## src/rtl/led_scan_sched_if.sv

```systemverilog
// Control/decoder bundle for led_scan_sched: the control side is the master,
// the sequencer is the slave and drives the decoder and status lines.
interface led_scan_sched_if #(
    parameter int DWELL_W = 8
);
    logic               start;
    logic               stop;
    logic [7:0]         mask;
    logic [DWELL_W-1:0] dwell;
    logic               manual_req;
    logic [2:0]         manual_sel;
    logic               manual_gnt;
    logic [2:0]         switch;
    logic [2:0]         enable;
    logic               busy;
    logic               cycle_done;

    modport master (
        output start, stop, mask, dwell, manual_req, manual_sel,
        input  manual_gnt, switch, enable, busy, cycle_done
    );

    modport slave (
        input  start, stop, mask, dwell, manual_req, manual_sel,
        output manual_gnt, switch, enable, busy, cycle_done
    );
endinterface

```

## src/rtl/led_scan_sched.sv

```systemverilog
// Round-robin LED decoder sequencer with manual-requester arbitration.
// Define SCAN_BLANK_EN to insert one blank SEEK cycle between lit channels.
module led_scan_sched #(
    parameter int DWELL_W = 8
) (
    input  logic            clk,
    input  logic            rst,
    led_scan_sched_if.slave bus
);
    typedef enum logic [1:0] {IDLE, SEEK, HOLD, MANUAL} state_t;

    state_t             state;
    state_t             seek_state;
    logic [2:0]         ptr;
    logic [2:0]         nxt;
    logic [DWELL_W-1:0] cnt;
    logic [DWELL_W-1:0] cnt_load;
    logic               first;
    logic               owed;
    logic               first_eff;
    logic               seek_owed;
    logic               start_ok;
    logic               hold_done;
    logic               do_seek;

    assign start_ok  = bus.start && (bus.mask != 8'h00);
    assign cnt_load  = (bus.dwell == '0) ? DWELL_W'(1) : bus.dwell;
    assign hold_done = (state == HOLD) && (cnt == DWELL_W'(1));
    // A direct start from IDLE always counts as the first visit.
    assign first_eff = first || (state == IDLE);
    // Leaving MANUAL always owes a scan channel; finishing a dwell pays it off.
    assign seek_owed = (state == MANUAL) ? 1'b1 : ((state == HOLD) ? 1'b0 : owed);

    always_comb begin
        nxt = ptr;
        for (int k = 8; k >= 1; k--) begin
            if (bus.mask[ptr + 3'(k)]) nxt = ptr + 3'(k);
        end
    end

    always_comb begin
        seek_state = HOLD;
        if (bus.mask == 8'h00)                    seek_state = IDLE;
        else if (bus.manual_req && !seek_owed)    seek_state = MANUAL;
    end

`ifdef SCAN_BLANK_EN
    assign do_seek = (state == SEEK);
`else
    // Without the blank cycle the boundary decision is made at the expiry edge.
    assign do_seek = hold_done
                  || ((state == MANUAL) && !bus.manual_req && bus.busy)
                  || ((state == IDLE) && !bus.manual_req && start_ok);
`endif

    always_ff @(posedge clk or posedge rst) begin
        if (rst) begin
            state          <= IDLE;
            ptr            <= 3'd7;
            cnt            <= '0;
            first          <= 1'b1;
            owed           <= 1'b0;
            bus.switch     <= 3'b000;
            bus.enable     <= 3'b000;
            bus.manual_gnt <= 1'b0;
            bus.busy       <= 1'b0;
            bus.cycle_done <= 1'b0;
        end else begin
            bus.cycle_done <= 1'b0;
            if (bus.stop) begin
                state          <= IDLE;
                bus.enable     <= 3'b000;
                bus.manual_gnt <= 1'b0;
                bus.busy       <= 1'b0;
                owed           <= 1'b0;
            end else if (do_seek) begin
                if (state == IDLE) begin
                    bus.busy <= 1'b1;
                    first    <= 1'b1;
                end
                if (state == HOLD)   owed <= 1'b0;
                if (state == MANUAL) owed <= 1'b1;
                case (seek_state)
                    IDLE: begin
                        state          <= IDLE;
                        bus.busy       <= 1'b0;
                        owed           <= 1'b0;
                        bus.enable     <= 3'b000;
                        bus.manual_gnt <= 1'b0;
                    end
                    MANUAL: begin
                        state          <= MANUAL;
                        bus.manual_gnt <= 1'b1;
                        bus.enable     <= 3'b100;
                        bus.switch     <= bus.manual_sel;
                    end
                    default: begin
                        state          <= HOLD;
                        ptr            <= nxt;
                        cnt            <= cnt_load;
                        first          <= 1'b0;
                        bus.switch     <= nxt;
                        bus.enable     <= 3'b100;
                        bus.manual_gnt <= 1'b0;
                        bus.cycle_done <= (nxt <= ptr) && !first_eff;
                    end
                endcase
            end else begin
                case (state)
                    IDLE: begin
                        owed <= 1'b0;
                        if (bus.manual_req) begin
                            state          <= MANUAL;
                            bus.manual_gnt <= 1'b1;
                            bus.enable     <= 3'b100;
                            bus.switch     <= bus.manual_sel;
                            if (start_ok) begin
                                bus.busy <= 1'b1;
                                first    <= 1'b1;
                            end
                        end else if (start_ok) begin
                            state    <= SEEK;
                            bus.busy <= 1'b1;
                            first    <= 1'b1;
                        end
                    end
                    HOLD: begin
                        if (hold_done) begin
                            state      <= SEEK;
                            owed       <= 1'b0;
                            bus.enable <= 3'b000;
                        end else begin
                            cnt <= cnt - DWELL_W'(1);
                        end
                    end
                    MANUAL: begin
                        if (bus.manual_req) begin
                            bus.switch <= bus.manual_sel;
                        end else begin
                            bus.manual_gnt <= 1'b0;
                            bus.enable     <= 3'b000;
                            if (bus.busy) begin
                                state <= SEEK;
                                owed  <= 1'b1;
                            end else begin
                                state <= IDLE;
                            end
                        end
                    end
                    default: state <= IDLE;
                endcase
            end
        end
    end
endmodule
```

## src/flat_wrapper.sv

```systemverilog
// flat-port wrapper written by rule: the top's interface ports become plain ports
module led_scan_sched_flat 
#(
    parameter int DWELL_W = 8
)
  (clk, rst, bus_start, bus_stop, bus_mask, bus_dwell, bus_manual_req, bus_manual_sel, bus_manual_gnt, bus_switch, bus_enable, bus_busy, bus_cycle_done);
  led_scan_sched_if #(.DWELL_W(DWELL_W)) bus_i ();
  input  logic clk;
  input  logic rst;
  input wire logic [$bits(bus_i.start)-1:0] bus_start;
  input wire logic [$bits(bus_i.stop)-1:0] bus_stop;
  input wire logic [$bits(bus_i.mask)-1:0] bus_mask;
  input wire logic [$bits(bus_i.dwell)-1:0] bus_dwell;
  input wire logic [$bits(bus_i.manual_req)-1:0] bus_manual_req;
  input wire logic [$bits(bus_i.manual_sel)-1:0] bus_manual_sel;
  output wire logic [$bits(bus_i.manual_gnt)-1:0] bus_manual_gnt;
  output wire logic [$bits(bus_i.switch)-1:0] bus_switch;
  output wire logic [$bits(bus_i.enable)-1:0] bus_enable;
  output wire logic [$bits(bus_i.busy)-1:0] bus_busy;
  output wire logic [$bits(bus_i.cycle_done)-1:0] bus_cycle_done;
  assign bus_i.start = bus_start;
  assign bus_i.stop = bus_stop;
  assign bus_i.mask = bus_mask;
  assign bus_i.dwell = bus_dwell;
  assign bus_i.manual_req = bus_manual_req;
  assign bus_i.manual_sel = bus_manual_sel;
  assign bus_manual_gnt = bus_i.manual_gnt;
  assign bus_switch = bus_i.switch;
  assign bus_enable = bus_i.enable;
  assign bus_busy = bus_i.busy;
  assign bus_cycle_done = bus_i.cycle_done;
  led_scan_sched #(.DWELL_W(DWELL_W)) u_core (.clk(clk), .rst(rst), .bus(bus_i));
endmodule
```

## config.mk

```make
export PLATFORM = sky130hd
export DESIGN_NAME = led_scan_sched_flat
export DESIGN_NICKNAME = d
export VERILOG_FILES = /design/src/rtl/led_scan_sched_if.sv /design/src/rtl/led_scan_sched.sv /design/src/flat_wrapper.sv
export SDC_FILE = /design/constraint.sdc
export NUM_CORES = 1
export LEC_CHECK = 0
export CORE_UTILIZATION = 34
export CTS_CLUSTER_DIAMETER = 30
export CTS_CLUSTER_SIZE = 8
export DETAILED_ROUTE_END_ITERATION = 6
export PLACE_DENSITY = 0.63
export SLEW_MARGIN = 20
export SYNTH_ARGS = -nofsm -noshare
export SYNTH_HDL_FRONTEND = slang
export SYNTH_SLANG_ARGS = --single-unit
```

## constraint.sdc

```tcl
create_clock -name clk -period 10.05 [get_ports clk]
set_input_delay 2.5125 -clock clk [delete_from_list [all_inputs] [get_ports clk]]
set_output_delay 2.5125 -clock clk [all_outputs]
set_load 0.05 [all_outputs]
```

Word-level counts from Yosys, hierarchy flattened
Cells that the tools add are included.
- register bits after elaboration: 24
- output and inout bits: 9
- word-level logic and storage cells: 155
- input port bits: 24
- order comparisons: 8
- $add $sub $neg: 8
- mux-type cells: 74
- reduce and logical (&&, ||, !) cells: 40
- bitwise logic cells: 2
- equal/unequal tests: 13
- operator list (cell ; count):
    $mux W3 ; 16
    $mux W8 ; 5
    $mux W1 ; 33
    $lt A3 B4 Y1 const B ; 7
    $bmux W1 S3 ; 7
    $reduce_and A4 Y1 ; 5
    $logic_not A8 Y1 ; 2
    $mux W2 ; 7
    $add A3 B3 Y3 const B ; 4
    $reduce_and A3 Y1 ; 4
    $reduce_bool A2 Y1 ; 5
    $pmux W3 S3 ; 1
    $reduce_bool A3 Y1 ; 3
    $eq A8 B1 Y1 const B ; 1
    $logic_and A1 B1 Y1 ; 8
    $ne A4 B2 Y1 const B ; 2
    $ne A4 B3 Y1 const B ; 2
    $reduce_bool A8 Y1 ; 1
    $sub A8 B1 Y8 const B ; 1
    $add A3 B2 Y3 const B ; 2
    $eq A2 B2 Y1 const B ; 3
    $ne A2 B2 Y1 const B ; 3
    $pmux W2 S3 ; 1
    $pmux W3 S2 ; 1
    14 further kinds ; 21

Longest topological paths before layout
- word-level depth: 15
- gate-level depth with buffers: 18
- mapped depth without buffers: 14

Least setup slack after synthesis
OpenSTA, ideal clock, no wires.
- path type: input-to-reg
- start: input port bus_mask[7]
- end: register u_core.bus.cycle_done
- library setup time: 0.101 ns
- required time: 9.949 ns
- path buffers: 1
- stages on the path: 13
- arrival time: 4.834 ns
- path slack: 5.115 ns
- path through: clkbuf_2 -> mux4_2 -> a221o_1 -> o22ai_1 -> a21o_1 -> a21oi_1 -> o221ai_1 -> inv_1 -> ha_1 -> a21o_1 -> a21oi_1 -> a31oi_1 -> nor4_1
- longest elaborated chain between the ends: 14
- elaborated cells between the ends (all ways): 35
- classes of those cells: order compare: 1; eq/ne: 1; mux: 25; reduce/logical: 8
- RTL lines (what ; RTL line ; source):
    from (decl) ; flat_wrapper.sv:12 ; input wire logic [$bits(bus_i.mask)-1:0] bus_mask;
    $bmux W1 S3 ; led_scan_sched.sv:37 ; if (bus.mask[ptr + 3'(k)]) nxt = ptr + 3'(k);
    $mux W1 (implied by the code) ; led_scan_sched.sv:37 ;
    $mux W3 (6 in series) ; led_scan_sched.sv:37 ;
    $mux W3 * ; led_scan_sched.sv:37 ;
    via u_core.nxt[1] ; led_scan_sched.sv:15 ; logic [2:0] nxt;
    $le A3 B3 Y1 * ; led_scan_sched.sv:105 ; bus.cycle_done <= (nxt <= ptr) && !first_eff;
    $logic_and A1 B1 Y1 * ; led_scan_sched.sv:105 ;
    $mux W1 * ; led_scan_sched.sv:83 ; case (seek_state)
    $mux W1 * ; led_scan_sched.sv:76 ; end else if (do_seek) begin
    $mux W1 * ; led_scan_sched.sv:70 ; if (bus.stop) begin
    to (signal assigned) ; led_scan_sched.sv:105 ;
    to (decl) ; led_scan_sched_if.sv:25 ; output manual_gnt, switch, enable, busy, cycle_done
The timed path passes the listed nets; every way through them passes the cells marked *. The select of a mux whose other input is x is not followed.
A chain may end at the register's enable or synchronous reset.

Final worst setup path
- start: input port bus_mask[0]
- end: register u_core.cnt[2]
- longest elaborated chain between the ends: 6
- elaborated cells between the ends (all ways): 14
- classes of those cells: eq/ne: 3; mux: 2; reduce/logical: 9
- RTL lines (what ; RTL line ; source):
    $logic_not A8 Y1 or $reduce_bool A8 Y1 (tied branches) ; led_scan_sched.sv:43, led_scan_sched.sv:26 ;
    $mux W2 or $logic_and A1 B1 Y1 (tied branches) ; led_scan_sched.sv:43, led_scan_sched.sv:26 ;
    $eq A2 B2 Y1 (tied with other cells) ; led_scan_sched.sv:83 ;
    $reduce_or A2 Y1 (no source line) or $logic_or A1 B1 Y1 (tied branches) ; - ;
    $ne A2 B2 Y1 (no source line) or $reduce_bool A2 Y1 (tied branches) ; - ;
    $reduce_and A4 Y1 (no source line) ; - ;
    to (signal assigned) ; led_scan_sched.sv:100 ; cnt <= cnt_load;
    to (signal assigned) ; led_scan_sched.sv:133 ; cnt <= cnt - DWELL_W'(1);
    to (decl) ; led_scan_sched.sv:16 ; logic [DWELL_W-1:0] cnt;
Parallel ways exist; a longest one is shown, timed or not.

==> results.cfg <==
[sta]
fin_ws_ns = 4.493
relSlewSlack_pct = 30.37
hold_viol_final = 0
final.setup.tns_ns = 0
fmax_mhz = 180.0
rsz0062_at_grt = no
maxSlewViolCount = 0
min_period_over_period_pct = 55.29
fin_crit_ns = 5.557
setup_viol = 0
hold_ws_ns = 0.5159
clock_skew_ns = 0.007072
worst_pin_slew_ns = 1.041

[clock_network]
htree_num_levels = 1
ctsHoldBuffers = 0
clock-sinks = 22
cts.repair.resized = 0
clock_tree.root_cell = clkbuf_8
cts_setup_buffers = 0
cts_tree = yes
cts_buffers = 3
clk_pin_slew_ns = 0.09
clock_path_buffers = 2
insertion_delay_ns = 0.27

[drt]
drc = 0
dr.pass1.iters = 4
vias = 2093
wirelength_um = 5420
drt-initial-drc-count = 118
via_per_inst = 5.863
antenna_left = 0
wl_per_cell_um = 15.18

[synth]
syn_area_sq_mm = 0.002350
ys_ff_latch = 22
synth_cell_types = 62
synth_flop_cell = dfrtp_1
ys_warn_count = 0
synthCells = 267
synth_edf_count = 0
synth_common_cells = a21oi_1, nand2_1, dfrtp_1, nor2_1, o21ai_0
syn_area_per_cell_sq_um = 8.801
synth_area_leaders = dfrtp_1, mux4_2, a21oi_1
yosysMostFrequentCell = a21oi_1
ys_seq_area_share_pct = 23.64
synth_top_area_share_pct = 19.17
async_flop_share_pct = 100.0
synth_area_leader_cell = dfrtp_1

[power]
powerDensity_mw_per_mm2 = 330.7
peakVddDrop_mv = 0.1275
p_leak_nw = 1.039

[worst_setup_path]
crit_path_frequent_cell = nand2_1
cpPeakStageDelay_ns = 0.90
cp_max_fo = 26
crit_arrival_ns = 5.75
end_kind = flop
cp_cell_sequence = clkdlybuf4s50_1 -> nor4_1 -> nand2_1 -> a31oi_2 -> nand2_1 -> a21oi_2 -> o21a_1 -> a2bb2oi_1
cp-start-kind = input port
critical_path_class = in -> reg
rrSetupSlack_ns = 5.68
crit_required_ns = 10.24
cp_slowest_cell = a31oi_2

[cells_and_area]
syn_to_final_growth_pct = 14.96
drive_gt1_share_pct = 13.57
fill_cells = 644
n_antenna_cell = 0
fin_nets = 315

[placed_design]
numPortBuffers = 30
pre_cts_ws_ns = 4.196
place_hpwl_um = 4071
gp_congestion = 0.8091

[floorplanning]
start_util_pct = 36.18
die-area_sq_mm = 0.007247
num_rows = 29
die_x_um = 85.13
die_y_um = 85.13
core_area_sq_mm = 0.006495
pin_count = 33

[grt]
grt_pass1_wl_um = 9515
antenna_found_initial = 0
grt_max_degree = 27
grt_pass1_vias = 1952
grt.total_usage_pct = 15.92
overflow = 0

[flow_run]
cap_violations = 0

[run_status]
status = finished, final reports clean

[min_path]
hold_path_class = reg -> reg
-- sequential cells by signal (all words and copies together), names as in the netlist, 2 cells and up --
signal and flops:
u_core.bus.switch 3, u_core.cnt 8, u_core.ptr 3, u_core.state 2
-- logic make-up after synthesis --
group | count (synthesis) | synth area share (%)
multiplexers | 28 | 19.49
adder cells (fa/ha/maj) | 10 | 5.325
XOR/XNOR | 5 | 1.864
other | 1 | 0.1596
buffers and inverters | 37 | 7.508
AO/OA/AOI/OAI | 88 | 25.29
flip-flops | 22 | 23.64
AND/OR/NAND/NOR | 76 | 16.72
-- path summary, 6_finish.rpt --
path	startpoint	endpoint	depth (start not counted)
worst min-delay path	u_core.bus.switch[1]	u_core.bus.switch[1]	2
worst min register to register	u_core.bus.switch[1]	u_core.bus.switch[1]	2
max in group asynchronous	rst	u_core.cnt[2]	2
worst max-delay path	bus_mask[0]	u_core.cnt[2]	8
min in group asynchronous	rst	u_core.owed	2
worst max register to register	u_core.ptr[0]	u_core.bus.cycle_done	14
-- where the power goes --
group	switching (mW)	internal, mW	total [mW]
Clock	0.0310	0.0533	0.0843
Combinational	0.337	0.280	0.617
Sequential	0.0615	0.131	0.192
Total	0.430	0.464	0.893
-- layer usage --
layer	global-route usage, %	up-vias	wire length (um)	part of all wire [%]
met5	0	-	0	0
met4	4.931	0	80	1.5
met3	1.070	7	251	4.6
met2	26.61	64	2571	47
met1	22.05	1000	2516	46
li1	-	1022	-	-
-- critical path: cells and delay by family --
kind / cells / cell delay [ns]
compound gates: 4 / 1.83
simple gates: 3 / 0.85
buf+inv: 1 / 0.54
-- cell usage in the layout (no fill, tap or decap), types with 2 or more instances in the layout --
cell,n
o22ai_1,2
o221ai_1,3
nor3_1,5
o21ai_1,2
a211oi_1,3
inv_1,14
nand3_1,7
ha_1,10
clkbuf_8,3
a22o_1,2
o21ai_0,17
dfstp_2,4
o211ai_1,6
dfrtp_1,18
conb_1,2
clkdlybuf4s50_1,30
mux2_2,8
nand2b_1,4
mux2i_1,6
nor4_1,5
mux4_2,13
nor2b_1,3
a21oi_1,29
a21o_1,4
nand2_1,20
nor2_1,18
nand4_1,2
xor2_1,2
nor3b_1,2
xnor2_1,3
a31oi_1,2
and2_1,3
-- area by class of cell --
class,count,area [sq um],share of cell area [%]
sequential,22,555.5,20.57
tap,77,96.34,3.566
clock buffer,3,41.29,1.528
timing repair buffer,30,300.3,11.12
inverter,15,56.30,2.084
multi-input combinational,209,1622,60.03
clock inverter,1,30.03,1.112
-- metrics by stage --
stage	total power, mW	utilization (%)	area (sq um)	cells
2_1_floorplan	0.6897	-	2354	268
3_5_place_dp	0.8092	40.49	2630	353
4_1_cts	0.8955	41.59	2701	357
3_3_place_gp	0.7992	40.49	2630	353
5_1_grt	0.9838	41.59	2701	357
6_report	0.8934	41.59	2701	357
Power figures use the tool's default switching activity.
==> variant 1: new RTL, same settings <==
`DWELL_W` is set to 8 in 3 places; all go to 7.
--- a/src/rtl/led_scan_sched_if.sv
+++ b/src/rtl/led_scan_sched_if.sv
@@ -2,5 +2,5 @@
 // the sequencer is the slave and drives the decoder and status lines.
 interface led_scan_sched_if #(
-    parameter int DWELL_W = 8
+    parameter int DWELL_W = 7
 );
     logic               start;
--- a/src/rtl/led_scan_sched.sv
+++ b/src/rtl/led_scan_sched.sv
@@ -2,5 +2,5 @@
 // Define SCAN_BLANK_EN to insert one blank SEEK cycle between lit channels.
 module led_scan_sched #(
-    parameter int DWELL_W = 8
+    parameter int DWELL_W = 7
 ) (
     input  logic            clk,
--- a/src/flat_wrapper.sv
+++ b/src/flat_wrapper.sv
@@ -2,5 +2,5 @@
 module led_scan_sched_flat 
 #(
-    parameter int DWELL_W = 8
+    parameter int DWELL_W = 7
 )
   (clk, rst, bus_start, bus_stop, bus_mask, bus_dwell, bus_manual_req, bus_manual_sel, bus_manual_gnt, bus_switch, bus_enable, bus_busy, bus_cycle_done);
Interface: changed (resized bus_dwell); port bits go from 33 to 32. No check against the original RTL was run, so the function may have changed too.
==> variant 1 against the original RTL <==
Global-route usage rose by 0.42 points. Largest power group unchanged. Area after synthesis fell by 11%. Synthesized cell count fell by 13%. Via count fell by 9.5%. Setup slack improved by 170 ps. Critical path type unchanged. Register-to-register slack improved by 440 ps. Sequential power fell by 3%. Sequential share of layout area rose by 1.2 points. Cell area fell by 9.6%. Largest cell class unchanged. Wire length fell by 6.8%. Combinational power fell by 5.5%. Sequential cell count fell by 1. Total power fell by 7.4%.
==> variant 1: results (changes against the original RTL) <==
* Outcome: finished clean
* Worst-path clk slew at 80 ps
* Vias in the first global route at 1,744 (-11%)
* Synth cell types at 60 (-3.2%)
* Post-Route WL at 5050 um (-6.8%)
* Detailed Route Iter0 Violations at 84 (-29%)
* Reg2reg setup slack at 6120 ps (+440 ps)
* Largest registers: u_core.cnt: 7 flops, u_core.bus.switch: 3 flops, u_core.ptr: 3 flops
* Max FO, Critical Path at 6 (-77%)
* First-pass GRT wire length at 8310 um (-13%)
* CP arrival at 5540 ps (-210 ps)
* Sequential area share after synthesis at 25.3% (+1.6 points)
* Drt first pass iters at 4 (unchanged)
* Leading cell types by count after synthesis: nor2_1, dfrtp_1, inv_1
* Cell count of the worst reg-to-reg path at 12 (-2)
* Final-stage net count at 286 (-9.2%)
* Count of input and output buffers at 29 (-3.3%)
* Routed vias/inst at 5.80 (-1.2%)
* Routability congestion estimate at 0.846 (+4.6%)
* Worst vdd ir at 0.150 mV (+18%)
* Max incr delay on CP at 560 ps (-340 ps)
* Slew of the pin with the lowest slew margin at 818 ps (-223 ps)
* Share of layout cells above drive strength 1 at 12.7% (-0.87 points)
* HP Start: u_core.bus.switch[0]
* Root Driver: clkbuf_8
* Hold path cells at 1 (-1)
* Slowest-stage cell, CP: mux4_2
* Pin count of the biggest net entering global routing at 22 (-19%)
* Worst Hold End: u_core.bus.switch[0]
* Fillers at 607 (-5.7%)
* Setup Skew at 2.84 ps (-4.23 ps)
* GRT Total Usage at 16.3% (+0.42 points)
* Post-DP HPWL at 3810 um (-6.5%)
* Main synth FF type: dfrtp_1
* P_leak at 0.970 nW (-6.7%)
* Synth area leaders: dfrtp_1, ha_1, mux2i_1, mux4_2, dfstp_2
* Sw Ratio at 49.0% (+0.87 points)
==> variant 1: cell types whose count changed in the layout (fill, tap and decap cells not counted), sizes merged, moves of 5 or more <==
cell	change
mux2i	+7
mux4	-6
o21ai	-6
a21oi	-18
nand2	-10
nor3	+5
==> variant 1: area by class of cell <==
cell class | instances | area, sq um | share of cell area [%]
tap | 75 | 93.8 | 3.84
clock buffer | 4 | 45.0 | 1.84
sequential | 21 | 531 | 21.7
multi-input combinational | 181 | 1420 | 57.9
timing repair buffer | 30 | 298 | 12.2
inverter | 16 | 60.1 | 2.46
==> variant 1: how the worst max path moves through the flow <==
| stage | start | endpoint | slack (ps) | cells past startpoint |
|---|---|---|---|---|
| global route | bus_mask[4] | u_core.bus.cycle_done | 4520 | 11 |
| global placement | bus_mask[7] | u_core.bus.cycle_done | 4400 | 11 |
| finish | bus_mask[7] | u_core.bus.cycle_done | 4670 | 11 |
| CTS | bus_mask[7] | u_core.bus.cycle_done | 4630 | 11 |
| floorplan | bus_mask[0] | u_core.bus.cycle_done | 5220 | 10 |
| detailed placement | bus_mask[4] | u_core.bus.cycle_done | 4380 | 11 |
==> variant 1: worst reg2reg max path, cell delays in order (launching register included) <==
cell,delay [ps]
dfstp_2,850
inv_1,100
ha_1,490
mux4_2,440
mux2i_1,320
nand2_1,90
o311a_1,350
o311a_4,330
ha_1,310
a21o_1,160
a21oi_1,130
a31oi_1,50
nor4_1,200
==> variant 1: power groups by stage <==
stage               clock network (mW)  logic, mW  registers, mW
floorplan                            0      0.462          0.185
global placement                     0      0.575          0.187
detailed placement                   0      0.581          0.187
CTS                             0.0575      0.583          0.186
global route                    0.0602      0.640          0.193
finish                          0.0578      0.583          0.186
==> variant 1: per-layer routing <==
layer  up-vias  GRT usage [%]  wire, um
met3        11           1.48       233
met1       916           21.6      2350
met2        57           27.0      2350
li1        911              -         -
met5         -              0         0
met4         0           6.79       115
==> variant 1: logic make-up after synthesis <==
group | Yosys count | synth area share (%)
buffers and inverters | 32 | 7.56
and+or+nand+nor | 68 | 16.6
DFF | 21 | 25.3
other | 1 | 0.179
xor gates and xnor gates | 3 | 1.25
adders and majority gates | 10 | 5.96
muxes | 27 | 18.4
AOI/OAI and AO/OA | 71 | 24.8
==> variant 1: through the flow <==
stage	setup WS, ps	hold WS [ps]	area, sq um	cells
floorplan	5220	516	2100	234
global placement	4400	521	2400	323
detailed placement	4380	509	2400	323
CTS	4630	539	2440	327
global route	4520	546	2440	327
finish	4670	534	2440	327
==> variant 2: new RTL, same settings <==
Made on the original files. Re-encode `state_t` (4 states) as one-hot, 4 bits wide.
--- a/src/rtl/led_scan_sched.sv
+++ b/src/rtl/led_scan_sched.sv
@@ -8,5 +8,5 @@
     led_scan_sched_if.slave bus
 );
-    typedef enum logic [1:0] {IDLE, SEEK, HOLD, MANUAL} state_t;
+    typedef enum logic [3:0] {IDLE = 4'b0001, SEEK = 4'b0010, HOLD = 4'b0100, MANUAL = 4'b1000} state_t;
 
     state_t             state;
Function: same outputs for any inputs over 4 cycles, from zero or initial values and one cycle with rst high; so few cycles prove little.
==> variant 2 against the original RTL <==
Sequential cell count up 2. Wire length up 15%. Synthesized cell count up 2.6%. Setup slack better by 140 ps. Register-to-register slack worse by 230 ps. Area after synthesis up 2.4%. Cell area up 4.9%. Total power down 12%. Critical path type unchanged. Critical endpoint is now u_core.bus.cycle_done.
==> variant 2: results (changes against the original RTL) <==
* Seq area share at 21.4% (+0.86 points)
* Cell count of the worst reg-to-reg path at 13 (-1)
* Sequential area share after synthesis at 25.2% (+1.6 points)
* Site Rows at 30 (+3.4%)
* Final core utilization at 41.5% (-0.13 points)
* Post-DP HPWL at 4670 um (+15%)
* Outcome: finished clean
* Synthesized area per cell at 8.78 sq um (-0.22%)
* Inverters at 14 (-1)
* Met2 Use GR at 28.2% (+1.6 points)
* GRT Total Usage at 17.9% (+2.0 points)
* CP arrival at 5600 ps (-150 ps)
* Compound-cell area share of the yosys netlist at 21.4% (-3.9 points)
* Setup Skew at 2.18 ps (-4.90 ps)
* Vias in the first global route at 2,118 (+8.5%)
* HP Start: u_core.bus.manual_gnt
* Final-stage net count at 327 (+3.8%)
* RR Startpoint: u_core.ptr[1]
* Placed inst area at 0.00276 sq mm (+5.0%)
* Slowest-stage cell, CP: clkdlybuf4s50_1
* M3 GR Usage at 2.50% (+1.4 points)
* Share of layout cells above drive strength 1 at 13.9% (+0.33 points)
* Max incr delay on CP at 600 ps (-300 ps)
* Seq group at 0.180 mW (-6%)
* First-pass GRT wire length at 10,800 um (+13%)
* Slew of the pin with the lowest slew margin at 941 ps (-99.7 ps)
* Met1 Usage GRT at 26.6% (+4.6 points)
* Leading cell types by count after synthesis: nand2_1, dfrtp_1, nor2_1
* Post-Synth XOR/XNOR Area at 1.46% (-0.41 points)
* Largest registers: u_core.cnt: 8 flops, u_core.state: 4 flops
* Plain + repair buffers at 32 (+6.7%)
[variant 2: cell types whose count changed after synthesis, sizes merged, moves of 3 or more]
cell	before	now
ha	10	7
a2bb2oi	1	7
mux4	13	10
or3	0	4
o211ai	6	2
buf	13	8
nor4b	1	5
nand3	7	13
nor3	6	14
a32oi	0	4
a21oi	31	12
nand2	20	28
[variant 2: worst paths after layout]
path	slack [ps]	end
max	4640	u_core.bus.cycle_done
min	540	u_core.bus.manual_gnt
max reg2reg	5450	u_core.bus.cycle_done
min reg2reg	540	u_core.bus.manual_gnt
max in group asynchronous	6730	u_core.bus.busy
min in group asynchronous	2740	u_core.cnt[7]
[variant 2: logic make-up after synthesis]
group                    count (synthesis)
flip-flops                              24
adder cells (fa/ha/maj)                  7
other                                    1
XOR/XNOR                                 4
AO/OA/AOI/OAI                           70
multiplexers                            25
AND/OR/NAND/NOR                        112
buffers and inverters                   31
[variant 2: layer usage]
layer	wire length, um	share of wire (%)
met3	268	4.3
met2	2840	46
met5	0	0
met4	31	0.50
met1	3100	50
